==> src/rtl/minus_array.sv <==
// Multi-lane lambda = mag - rho*phi stage for the timing/CFO estimator.
// Two-stage pipeline with frame-aligned rho, optional rounding, saturation and clip counting.
module minus_array #(
    parameter int                        NUM_CH    = 4,
    parameter int                        MAG_W     = 14,
    parameter int                        PHI_W     = 14,
    parameter int                        RHO_W     = 8,
    parameter int                        RHO_FRAC  = 7,
    parameter int                        LAMBDA_W  = 14,
    parameter logic signed [RHO_W-1:0]   RHO_RESET = 8'sh7F,
    parameter bit                        ROUND_EN  = 1'b0,
    parameter bit                        SAT_EN    = 1'b1
) (
    input  logic                         clk,
    input  logic                         rst,
    input  logic                         in_valid,
    input  logic                         in_sof,
    input  logic [NUM_CH*MAG_W-1:0]      mag_in,
    input  logic [NUM_CH*PHI_W-1:0]      phi_in,
    input  logic                         rho_wr_en,
    input  logic [RHO_W-1:0]             rho_wdata,
    input  logic                         sat_clr,
    output logic                         out_valid,
    output logic                         out_sof,
    output logic [NUM_CH*LAMBDA_W-1:0]   lambda_out,
    output logic [RHO_W-1:0]             rho_active,
    output logic                         sat_flag,
    output logic [15:0]                  sat_cnt
);

    localparam int PROD_W = RHO_W + PHI_W + 1;
    localparam int D_W    = ((MAG_W > PROD_W) ? MAG_W : PROD_W) + 2;
    localparam int CNT_W  = $clog2(NUM_CH + 1);

    localparam logic signed [D_W-1:0] RND_ADD = ROUND_EN ?
        ({{(D_W-1){1'b0}}, 1'b1} << (RHO_FRAC - 1)) : {D_W{1'b0}};
    localparam logic signed [D_W-1:0] LAM_MAX = {{(D_W-LAMBDA_W+1){1'b0}}, {(LAMBDA_W-1){1'b1}}};
    localparam logic signed [D_W-1:0] LAM_MIN = {{(D_W-LAMBDA_W+1){1'b1}}, {(LAMBDA_W-1){1'b0}}};

    function automatic logic [CNT_W-1:0] popcount(input logic [NUM_CH-1:0] v);
        logic [CNT_W-1:0] c;
        c = {CNT_W{1'b0}};
        for (int k = 0; k < NUM_CH; k++) begin
            c = c + {{(CNT_W-1){1'b0}}, v[k]};
        end
        return c;
    endfunction

    logic                        sof_acc_s;
    logic signed [RHO_W-1:0]     rho_shadow_r, rho_active_r, rho_eff_s;
    logic signed [PROD_W-1:0]    prod_s    [NUM_CH];
    logic signed [PROD_W-1:0]    s1_prod_r [NUM_CH];
    logic signed [MAG_W-1:0]     s1_mag_r  [NUM_CH];
    logic                        s1_valid_r, s1_sof_r;
    logic signed [D_W-1:0]       shift_s   [NUM_CH];
    logic signed [D_W-1:0]       diff_s    [NUM_CH];
    logic [NUM_CH*LAMBDA_W-1:0]  lambda_s, lambda_r;
    logic [NUM_CH-1:0]           clip_s, clip_r;
    logic                        out_valid_r, out_sof_r;
    logic [15:0]                 sat_cnt_r;
    logic                        sat_flag_r;
    logic [16:0]                 sat_sum_s;
    logic [15:0]                 sat_next_s;

    assign sof_acc_s = in_valid & in_sof;

    // Select the rho for this sample: a frame start bypasses the shadow straight in
    always_comb begin
        if (sof_acc_s) begin
            rho_eff_s = rho_shadow_r;
        end else begin
            rho_eff_s = rho_active_r;
        end
    end

    // Per-lane rho*phi with phi zero-extended to keep it positive
    always_comb begin
        for (int i = 0; i < NUM_CH; i++) begin
            prod_s[i] = PROD_W'(rho_eff_s) *
                        $signed({{(RHO_W+1){1'b0}}, phi_in[i*PHI_W +: PHI_W]});
        end
    end

    // Shadow/active rho pair; active moves only on an accepted frame start
    always_ff @(posedge clk or negedge rst) begin
        if (!rst) begin
            rho_shadow_r <= RHO_RESET;
            rho_active_r <= RHO_RESET;
        end else begin
            if (rho_wr_en) begin
                rho_shadow_r <= rho_wdata;
            end
            if (sof_acc_s) begin
                rho_active_r <= rho_shadow_r;
            end
        end
    end

    // Stage 1: register products, mags and sideband
    always_ff @(posedge clk or negedge rst) begin
        if (!rst) begin
            s1_valid_r <= 1'b0;
            s1_sof_r   <= 1'b0;
            for (int i = 0; i < NUM_CH; i++) begin
                s1_prod_r[i] <= {PROD_W{1'b0}};
                s1_mag_r[i]  <= {MAG_W{1'b0}};
            end
        end else begin
            s1_valid_r <= in_valid;
            s1_sof_r   <= sof_acc_s;
            if (in_valid) begin
                for (int i = 0; i < NUM_CH; i++) begin
                    s1_prod_r[i] <= prod_s[i];
                    s1_mag_r[i]  <= mag_in[i*MAG_W +: MAG_W];
                end
            end
        end
    end

    // Stage 2 arithmetic: optional round, arithmetic shift, full-width subtract, clip or wrap
    always_comb begin
        lambda_s = {(NUM_CH*LAMBDA_W){1'b0}};
        clip_s   = {NUM_CH{1'b0}};
        for (int i = 0; i < NUM_CH; i++) begin
            shift_s[i] = (D_W'(s1_prod_r[i]) + RND_ADD) >>> RHO_FRAC;
            diff_s[i]  = D_W'(s1_mag_r[i]) - shift_s[i];
            if (SAT_EN && (diff_s[i] > LAM_MAX)) begin
                lambda_s[i*LAMBDA_W +: LAMBDA_W] = LAM_MAX[LAMBDA_W-1:0];
                clip_s[i] = 1'b1;
            end else if (SAT_EN && (diff_s[i] < LAM_MIN)) begin
                lambda_s[i*LAMBDA_W +: LAMBDA_W] = LAM_MIN[LAMBDA_W-1:0];
                clip_s[i] = 1'b1;
            end else begin
                lambda_s[i*LAMBDA_W +: LAMBDA_W] = diff_s[i][LAMBDA_W-1:0];
            end
        end
    end

    // Stage 2 registers: data holds when idle, sideband drops to zero
    always_ff @(posedge clk or negedge rst) begin
        if (!rst) begin
            out_valid_r <= 1'b0;
            out_sof_r   <= 1'b0;
            lambda_r    <= {(NUM_CH*LAMBDA_W){1'b0}};
            clip_r      <= {NUM_CH{1'b0}};
        end else begin
            out_valid_r <= s1_valid_r;
            out_sof_r   <= s1_sof_r;
            if (s1_valid_r) begin
                lambda_r <= lambda_s;
                clip_r   <= clip_s;
            end else begin
                clip_r   <= {NUM_CH{1'b0}};
            end
        end
    end

    // Capped accumulation of clipped lanes
    always_comb begin
        sat_sum_s = {1'b0, sat_cnt_r} + {{(17-CNT_W){1'b0}}, popcount(clip_r)};
        if (sat_sum_s[16]) begin
            sat_next_s = 16'hFFFF;
        end else begin
            sat_next_s = sat_sum_s[15:0];
        end
    end

    // Saturation counter and sticky flag; a clear beats a same-cycle clip event
    always_ff @(posedge clk or negedge rst) begin
        if (!rst) begin
            sat_cnt_r  <= 16'h0000;
            sat_flag_r <= 1'b0;
        end else if (sat_clr) begin
            sat_cnt_r  <= 16'h0000;
            sat_flag_r <= 1'b0;
        end else if (|clip_r) begin
            sat_cnt_r  <= sat_next_s;
            sat_flag_r <= 1'b1;
        end else begin
            sat_cnt_r  <= sat_cnt_r;
            sat_flag_r <= sat_flag_r;
        end
    end

    assign out_valid  = out_valid_r;
    assign out_sof    = out_sof_r;
    assign lambda_out = lambda_r;
    assign rho_active = rho_active_r;
    assign sat_flag   = sat_flag_r;
    assign sat_cnt    = sat_cnt_r;

endmodule

==> config.mk <==
export PLATFORM = sky130hd
export DESIGN_NAME = minus_array
export DESIGN_NICKNAME = d
export VERILOG_FILES = /design/src/rtl/minus_array.sv
export SDC_FILE = /design/constraint.sdc
export NUM_CORES = 1
export LEC_CHECK = 0
export CAP_MARGIN = 20
export CORE_UTILIZATION = 60
export CTS_BUF_LIST = sky130_fd_sc_hd__clkbuf_4 sky130_fd_sc_hd__clkbuf_8
export DETAILED_ROUTE_END_ITERATION = 10
export GPL_TIMING_DRIVEN = 0
export PLACE_DENSITY = 0.82
export SKIP_LAST_GASP = 1
export SYNTH_ARGS = -nofsm -noshare
export SYNTH_HDL_FRONTEND = slang
export SYNTH_SLANG_ARGS = --single-unit
==> constraint.sdc <==
create_clock -name clk -period 7.92 [get_ports clk]
set_clock_uncertainty 0.15 [all_clocks]
set_input_delay 0.792 -clock clk [delete_from_list [all_inputs] [get_ports clk]]
set_output_delay 0.792 -clock clk [all_outputs]
set_load 0.005 [all_outputs]
==> summary.txt, run 1 <==
Placement
  – Placed Cells: 3,493
  – Global placer's final weighted congestion: 0.952
  – Setup WS pre-CTS: -1.07 ns
  – HPWL Detailed: 55,900 um
  – Cell area after placement: 28,500 um^2
  – IO buf count: 206

Logic synthesis
  – Top cell type by total area after synthesis: fa_1
  – Mapped Nets: 3,440
  – Post-synth EDFFs: 0
  – Xor-xnor portion of the synthesized cell area: 0.0324
  – #FFs+latches synth: 217
  – Synth top cells by count: inv_1 (525), and2_1 (297), fa_1 (291)
  – Synth Cell Area: 25,700 um^2
  – Yosys warnings: 0
  – Synth Area in Simple Gates: 0.154
  – Post-Synthesis Cells: 2,746
  – Complex-gate fraction of the synthesized area: 0.109
  – Ys async rst share: 1.00
  – Sequential share of the synthesized area: 0.212
  – Synth Area in Adders: 0.362
  – Syn_area_per_cell: 9.35 um^2
  – Post-synth top area share: 0.227
  – Synth Flop Type: dfrtp_1
  – Fraction of synthesized area in multiplexers: 0.0394
  – Synth area leaders: fa_1 (23%), dfrtp_1 (20%), ha_1 (13%)
  – Synth cell types: 77
  – Most numerous cell in the Yosys netlist: inv_1
  – Largest family of logic cells by synthesized area: adder cells

Worst setup path
  – Element type at the critical path end: flip-flop
  – Worst R2R End: s1_prod_r[91]$_DFFE_PN0P_
  – CP Data Required Time: 8.20 ns
  – Maximum net fanout on the critical path: 10
  – Crit path launch type: input port
  – Reg-to-reg setup timing slack: 0.94 ns
  – Reg2Reg Launch Point: rho_active[0]$_DFF_PN1_
  – Worst reg-to-reg path cell count: 21
  – Kind of critical path: input port to flip-flop
  – CP Data Arrival Time: 7.82 ns

Flow run
  – Max Cap Viol: 0

Floorplan
  – Starting density of the core: 0.611
  – Die Y: 209 um
  – IO Count: 209
  – Core area: 42,000 um^2
  – Die area: 43,600 um^2
  – Num rows: 75
  – Die Span X: 209 um

Detailed routing
  – DR DRC count: 0
  – Post-detailed-routing wire length: 69,900 um
  – Via count: 20,600
  – DR pass1 iterations: 7
  – WL/cell: 19.6 um
  – Antenna-violating nets left: 0
  – Initial DRC Count: 1,596
  – Post-DR vias/cell: 5.78

GRT
  – Total gr overflow: 0
  – Total GRT Usage: 0.329
  – Vias in the first global route: 21,400
  – First-pass GRT wire length: 113,000 um
  – Initial antenna violation count: 1
  – Pin count of the biggest net entering global routing: 122

Clocking
  – Longest Clk Path Bufs: 3
  – Root buffer cell: clkbuf_8
  – Clock sinks: 217
  – Num CTS Buffers: 40
  – H-tree depth: 2
  – Clock Latency Late Sink: 0.60 ns
  – CTS tree: done
  – Setup Buffers After CTS: 0
  – Reg clk slew, reported paths: 0.06 ns

Timing
  – Fin. Hold Viols: 0
  – Setup slack after layout: 0.372 ns
  – Worst relative slew slack: 0.293
  – Final setup fails: 0
  – Fmax: 132 MHz
  – Unrepaired setup endpoints after global routing: no
  – Pins Over Slew Limit: 0
  – Min Tclk post-route: 7.55 ns
  – Fin crit share: 0.953
  – Least-Margin Pin Slew: 1.06 ns

Power
  – VDD IR max: 434 uV
  – Pwr dens: 465 nW/um^2
  – P_leak: 0.0145 uW

Final layout
  – Share of cells above drive strength 1: 0.0780
  – Non-filler instance count after layout: 3,567
  – Final Cell Area: 29,400 um^2
  – Area Growth Syn to Fin: 14.3%
  – Layout Nets: 3,690

Status
  – Status: finished clean

Worst hold path
  – Tightest Hold Check Type: input port to asynchronous set/reset pin
-- where the power goes --
group	internal [uW]	switching [uW]	total [uW]
Clock	694	500	1190
Sequential	1540	183	1720
Combinational	4600	6140	10700
Total	6830	6820	13600
-- repair_timing --
action                                  in CTS  in global routing
cloned                                       0                  0
endpoints found under the setup margin      19                  6
pin swaps                                    0                  0
gates resized for setup                      9                  6
hold buffers                                 0                  0
-- cell type report --
type	instances	area [um^2]
plain buffers	92	384
multi-input cells	1912	17900
repair buffers	208	2100
fillers	3184	12700
diodes	3	7.51
well taps	539	674
flip-flops and latches	217	5450
inverters	525	1970
clock buffers	62	741
clock inverters	9	131
-- flip-flops by register name, summed over array words and instances, names as in the netlist, 4 cells and up --
| signal | cells |
|---|---|
| rho_active | 8 |
| rho_shadow_r | 8 |
| lambda_out | 56 |
| sat_cnt | 16 |
| s1_mag_r | 56 |
| s1_prod_r | 64 |
| clip_r | 4 |
-- critical path, cell delays in order --
cell	delay, ns
clkbuf_2	0.36
nand2_1	0.36
mux2_2	0.38
clkbuf_1	0.48
clkbuf_2	0.47
nand2_1	0.13
fa_1	0.51
fa_1	0.52
inv_1	0.06
fa_1	0.53
inv_1	0.06
fa_1	0.48
inv_1	0.05
ha_1	0.32
nand2_1	0.05
or4b_2	0.72
a211oi_1	0.39
o21ai_0	0.24
a31oi_1	0.35
nand4_1	0.17
nand4b_1	0.13
xnor2_1	0.15
a21oi_1	0.10
-- how the worst max path moves through the flow --
stage	startpoint	end
floorplan	in_valid	s1_prod_r[91]$_DFFE_PN0P_
global placement	rst	s1_prod_r[11]$_DFFE_PN0P_
detailed placement	in_valid	s1_prod_r[91]$_DFFE_PN0P_
CTS	in_valid	s1_prod_r[91]$_DFFE_PN0P_
global route	in_sof	s1_prod_r[91]$_DFFE_PN0P_
finish	in_valid	s1_prod_r[91]$_DFFE_PN0P_
-- through the flow --
stage | TNS [ns] | total power (uW) | hold slack [ns] | utilization
2_1_floorplan | 0 | 9360 | 0.181 | -
3_3_place_gp | -638.52 | 11800 | 0.187 | 0.676
3_5_place_dp | -26.58 | 12300 | 0.189 | 0.677
4_1_cts | 0 | 13600 | 0.168 | 0.698
5_1_grt | 0 | 15000 | 0.225 | 0.698
6_report | 0 | 13600 | 0.148 | 0.698
-- cells in the final DEF, fill, tap and decap left out, types with 15 or more instances in the layout --
cell type,count
mux2i_1,20
a311oi_1,25
a21oi_1,85
inv_1,525
xnor2_1,60
clkbuf_8,44
ha_1,277
and3_1,19
and2_1,297
o21bai_1,15
o21a_1,18
xor2_1,35
a31oi_1,18
nand2_1,166
nor3_1,17
clkbuf_4,18
o21ai_0,86
or2_2,20
dfrtp_1,203
fa_1,291
nand3_1,20
a21o_1,39
clkdlybuf4s50_1,204
clkbuf_1,70
mux2_2,72
nor2_1,148
o211ai_1,16
-- cells by family (layout without fill, tap and decap cells) --
logic type | after synthesis | in the layout
AO/OA/AOI/OAI | 404 | 404
XOR/XNOR | 95 | 95
adder cells (fa/ha/maj) | 568 | 568
buffers and inverters | 617 | 896
flip-flops | 217 | 217
multiplexers | 92 | 92
other | 0 | 3
AND/OR/NAND/NOR | 753 | 753
-- routing by layer --
metal	global-route usage	routed length, um	share of wire
met1	0.430	28700	0.41
met4	0.138	3020	0.043
met2	0.538	32000	0.46
met3	0.0639	6190	0.089
met5	0	0	0
No activity file was read; power rests on OpenSTA's default activity.
==> inputs of run 2 (changes only) <==
--- a/config.mk
+++ b/config.mk
@@ -12,2 +12,3 @@
 export GPL_TIMING_DRIVEN = 0
+export HOLD_SLACK_MARGIN = 0.12
 export PLACE_DENSITY = 0.82
==> constraint.sdc (replaced) <==
create_clock -name clk -period 7.92 [get_ports clk]
set_clock_uncertainty 0.15 [all_clocks]
set_input_delay 1.188 -clock clk [delete_from_list [all_inputs] [get_ports clk]]
set_output_delay 1.188 -clock clk [all_outputs]
set_load 0.005 [all_outputs]
==> summary.txt, run 2 (synthesis results as in run 1) <==
Clocking
  – H-tree depth: 2
  – Num CTS Buffers: 40
  – Clock sinks: 217
  – Reg clk slew, reported paths: 0.06 ns
  – Longest Clk Path Bufs: 3
  – CTS tree: done
  – Setup Buffers After CTS: 0
  – Clock Latency Late Sink: 0.60 ns
  – Root buffer cell: clkbuf_8

Power
  – Power, Total: 13,700 uW
  – VDD IR max: 436 uV
  – P_leak: 0.0145 uW
  – Pwr dens: 466 nW/um^2

Timing
  – Unrepaired setup endpoints after global routing: no
  – Setup slack after layout: 0.184 ns
  – Worst relative slew slack: 0.307
  – Fin. Hold Viols: 0
  – Pins Over Slew Limit: 0
  – Fin crit share: 0.977
  – Min Tclk post-route: 7.74 ns
  – Final setup fails: 0
  – Fmax: 129 MHz
  – Setup TNS: 0 ns
  – Least-Margin Pin Slew: 1.04 ns

Floorplan
  – Starting density of the core: 0.611
  – Core area: 42,000 um^2
  – IO Count: 209
  – Die Y: 209 um
  – Die area: 43,600 um^2
  – Num rows: 75
  – Die Span X: 209 um

Final layout
  – Biggest register: s1_prod_r
  – Most frequent cells in the layout: inv_1 (525), and2_1 (297), fa_1 (291)
  – Share of cells above drive strength 1: 0.0794
  – Commonest non-fill, non-tap cell in the layout: inv_1
  – Layout fillers: 3,179
  – Area Growth Syn to Fin: 14.3%
  – Final Cell Area: 29,400 um^2
  – Max FFs per register: 64
  – Layout Nets: 3,686
  – Final core utilization: 0.698

Detailed routing
  – DR DRC count: 0
  – Via count: 20,600
  – Antenna-violating nets left: 0
  – Post-DR vias/cell: 5.80
  – DR pass1 iterations: 6
  – Post-detailed-routing wire length: 70,000 um
  – WL/cell: 19.7 um
  – Initial DRC Count: 1,732

Placement
  – HPWL Detailed: 55,900 um
  – Setup WS pre-CTS: -1.46 ns
  – IO buf count: 206
  – Cell area after placement: 28,500 um^2
  – Global placer's final weighted congestion: 0.952

GRT
  – Vias in the first global route: 21,400
  – Total GRT Usage: 0.329
  – Initial antenna violation count: 1
  – First-pass GRT wire length: 113,000 um
  – Total gr overflow: 0
  – Pin count of the biggest net entering global routing: 122

Worst setup path
  – Element type at the critical path end: flip-flop
  – Crit path launch type: input port
  – Reg-to-reg setup timing slack: 1.24 ns
  – Maximum net fanout on the critical path: 14
  – CP Data Required Time: 8.20 ns
  – Kind of critical path: input port to flip-flop
  – CP Data Arrival Time: 8.01 ns

Worst hold path
  – Tightest Hold Check Type: flip-flop to flip-flop

Status
  – Status: finished clean

Flow run
  – Max Cap Viol: 0
[run 2: area by class of cell]
type / count / area, um^2 / share of cell area
Sequential cell: 217 / 5450 / 0.186
Timing Repair Buffer: 208 / 2110 / 0.0719
Buffer: 88 / 375 / 0.0128
Clock buffer: 62 / 741 / 0.0252
Multi-Input combinational cell: 1912 / 17900 / 0.610
Antenna cell: 1 / 2.50 / 0.0000853
Tap cell: 539 / 674 / 0.0230
Inverter: 525 / 1970 / 0.0671
Clock inverter: 9 / 131 / 0.00448
[run 2: critical path: stages]
cell,delay [ns]
clkdlybuf4s15_2,0.45
nand2_1,0.36
mux2_2,0.55
clkbuf_2,0.44
nand2_1,0.13
fa_1,0.51
fa_1,0.52
inv_1,0.06
fa_1,0.53
inv_1,0.06
fa_1,0.48
inv_1,0.05
ha_1,0.32
nand2_1,0.07
or4b_2,0.72
a211oi_1,0.39
o21ai_0,0.23
a31oi_1,0.35
nand4_1,0.18
nand4b_1,0.14
xnor2_1,0.15
a21oi_1,0.10
[run 2: path summary, 6_finish.rpt]
check / endpoint / from / cells past startpoint
min in group asynchronous: lambda_out[18]$_DFFE_PN0P_ / rst / 1
setup reg to reg: s1_prod_r[91]$_DFFE_PN0P_ / rho_active[0]$_DFF_PN1_ / 20
hold reg to reg: out_sof$_DFF_PN0_ / s1_sof_r$_DFF_PN0_ / 0
setup / recovery: s1_prod_r[91]$_DFFE_PN0P_ / in_valid / 22
hold / removal: out_sof$_DFF_PN0_ / s1_sof_r$_DFF_PN0_ / 0
max in group asynchronous: lambda_out[53]$_DFFE_PN0P_ / rst / 2
[run 2: timing repair]
action	4_1_cts	5_1_grt
hold buffers	0	0
endpoints found under the setup margin	46	8
resized for setup	11	15
[run 2: metal layers]
layer / vias to the layer above / global-route usage / wire length, um
li1: 9341 / - / -
met1: 10200 / 0.430 / 28800
met2: 890 / 0.538 / 32000
met3: 195 / 0.0639 / 6090
met4: 0 / 0.138 / 3130
met5: - / 0 / 0
[run 2: power breakdown]
| part | switching, uW | internal, uW |
|---|---|---|
| Sequential | 182 | 1540 |
| Clock | 501 | 694 |
| Combinational | 6150 | 4610 |
[run 2: metrics by stage]
stage          cells  hold slack, ns
6_report        3561           0.201
5_1_grt         3560           0.225
4_1_cts         3564           0.204
3_5_place_dp    3493           0.189
3_3_place_gp    3491           0.187
2_1_floorplan   2746           0.181
==> inputs of run 3 (changes only) <==
CORE_UTILIZATION = 40   (was 60)
PLACE_DENSITY = default   (was 0.82)
SLEW_MARGIN = 20   (was default)
==> summary.txt, run 3 (synthesis results as in run 1) <==
Final layout
  – Layout Nets: 3,687
  – Area Growth Syn to Fin: 15.9%
  – Final Cell Area: 29,800 um^2
  – Max FFs per register: 64
  – Commonest non-fill, non-tap cell in the layout: inv_1
  – Share of cells above drive strength 1: 0.0807
  – Biggest register: s1_prod_r
  – Most frequent cells in the layout: inv_1 (525), and2_1 (297), fa_1 (291)

Worst setup path
  – CP Data Arrival Time: 7.94 ns
  – CP most frequent cell: fa_1
  – Largest stage delay, worst path: 0.56 ns
  – Maximum net fanout on the critical path: 10
  – Crit path launch type: input port
  – CP Data Required Time: 8.28 ns
  – Kind of critical path: input port to flip-flop
  – Slowest-stage cell, CP: clkbuf_1
  – Element type at the critical path end: flip-flop
  – Cell Chain, Critical Path: clkdlybuf4s15_2, nand2_2, mux2i_1, clkbuf_1, clkbuf_2, nor2_1, fa_1, fa_1, fa_1, inv_1, fa_1, inv_1, ha_1, a21o_1, a2111oi_2, o31ai_1, and4_1, a2111oi_2, nor2_1, a211oi_1

Timing
  – Min Tclk post-route: 7.58 ns
  – Least-Margin Pin Slew: 1.25 ns
  – Setup TNS: 0 ns
  – Worst relative slew slack: 0.169
  – Final setup fails: 0
  – Unrepaired setup endpoints after global routing: no
  – Fmax: 132 MHz
  – Pins Over Slew Limit: 0
  – Fin crit share: 0.957
  – Fin. Hold Viols: 0

Clocking
  – Num CTS Buffers: 42
  – CTS tree: done
  – H-tree depth: 2
  – Reg clk slew, reported paths: 0.07 ns
  – Root buffer cell: clkbuf_8
  – Clock Latency Late Sink: 0.62 ns
  – Longest Clk Path Bufs: 3
  – Clock sinks: 217
  – Hold buffer count at cts: 0
  – Setup Buffers After CTS: 0

Worst hold path
  – Tightest Hold Check Type: flip-flop to flip-flop

Floorplan
  – Die area: 65,200 um^2
  – Num rows: 92
  – Core area: 63,300 um^2
  – IO Count: 209
  – Starting density of the core: 0.406
  – Die Y: 255 um
  – Die Span X: 255 um

GRT
  – Vias in the first global route: 21,100
  – Initial antenna violation count: 10
  – Total gr overflow: 0
  – Total GRT Usage: 0.234
  – First-pass GRT wire length: 119,000 um
  – Pin count of the biggest net entering global routing: 90

Placement
  – Cell area after placement: 28,900 um^2
  – IO buf count: 206
  – Global placer's final weighted congestion: 0.896
  – HPWL Detailed: 60,700 um

Detailed routing
  – WL/cell: 19.5 um
  – Antenna-violating nets left: 0
  – DR DRC count: 0
  – Post-DR vias/cell: 5.14
  – DR pass1 iterations: 5
  – Post-detailed-routing wire length: 75,400 um
  – Initial DRC Count: 1,041
  – Via count: 19,900

Power
  – P_leak: 0.0145 uW
  – VDD IR max: 240 uV
  – Pwr dens: 460 nW/um^2

Flow run
  – Max Cap Viol: 0

Status
  – Status: finished clean
==> run 3: per-stage QoR <==
step           setup WS, ns  cells   util  hold slack [ns]  total power, uW
2_1_floorplan          1.16   2746      -            0.181             9360
3_3_place_gp          -3.79   3798  0.455            0.188            12100
3_5_place_dp          -1.70   3800  0.456            0.195            12400
4_1_cts               0.128   3875  0.470            0.186            13700
5_1_grt              0.0170   3872  0.470            0.199            15200
6_report              0.342   3874  0.470            0.188            13700
==> run 3: worst max-delay path, delay by kind of cell <==
kind                     cells  cell delay [ns]
adder cells (fa/ha/maj)      5             2.28
multiplexers                 1             0.39
AO/OA/AOI/OAI                5             1.73
AND/OR/NAND/NOR              4             0.77
buffers and inverters        5             1.57
==> run 3: what timing repair did <==
action	in CTS	in global routing
resized for setup	15	3
endpoints found under the setup margin	53	6
hold endpoints to repair	0	0
pin swaps	0	0
==> run 3: area by class of cell <==
class	count	area (um^2)
Fill cell	6054	33600
Multi-Input combinational cell	1912	17900
Sequential cell	217	5450
Timing Repair Buffer	208	2120
Inverter	525	1970
Tap cell	846	1060
Clock buffer	60	776
Buffer	87	368
Clock inverter	15	101
Antenna cell	4	10.0
==> run 3: layer usage <==
metal | track usage | routed length [um] | share of wire | vias up
met1 | 0.314 | 33700 | 0.45 | 9895
li1 | - | - | - | 9354
met2 | 0.384 | 35000 | 0.46 | 528
met5 | 0 | 44 | 0.00058 | -
met4 | 0.0765 | 2380 | 0.032 | 8
met3 | 0.0372 | 4250 | 0.056 | 132
==> run 3: report_power, final <==
group	leakage (uW)	internal, uW	total (uW)	switching, uW
clock network	0.000467	638	1170	532
logic	0.0115	4580	10800	6220
registers	0.00255	1540	1710	178
==> run 3: final timing paths <==
kind                                         start                          to  slack [ns]  cells past startpoint
max                                       in_valid   s1_prod_r[45]$_DFFE_PN0P_        0.34                     20
min                             s1_sof_r$_DFF_PN0_           out_sof$_DFF_PN0_        0.19                      0
max reg2reg                rho_active[7]$_DFF_PN0_   s1_prod_r[45]$_DFFE_PN0P_        1.22                     18
min reg2reg                     s1_sof_r$_DFF_PN0_           out_sof$_DFF_PN0_        0.19                      0
max in group asynchronous                      rst  lambda_out[51]$_DFFE_PN0P_        6.05                      3
min in group asynchronous                      rst  lambda_out[17]$_DFFE_PN0P_        0.32                      1
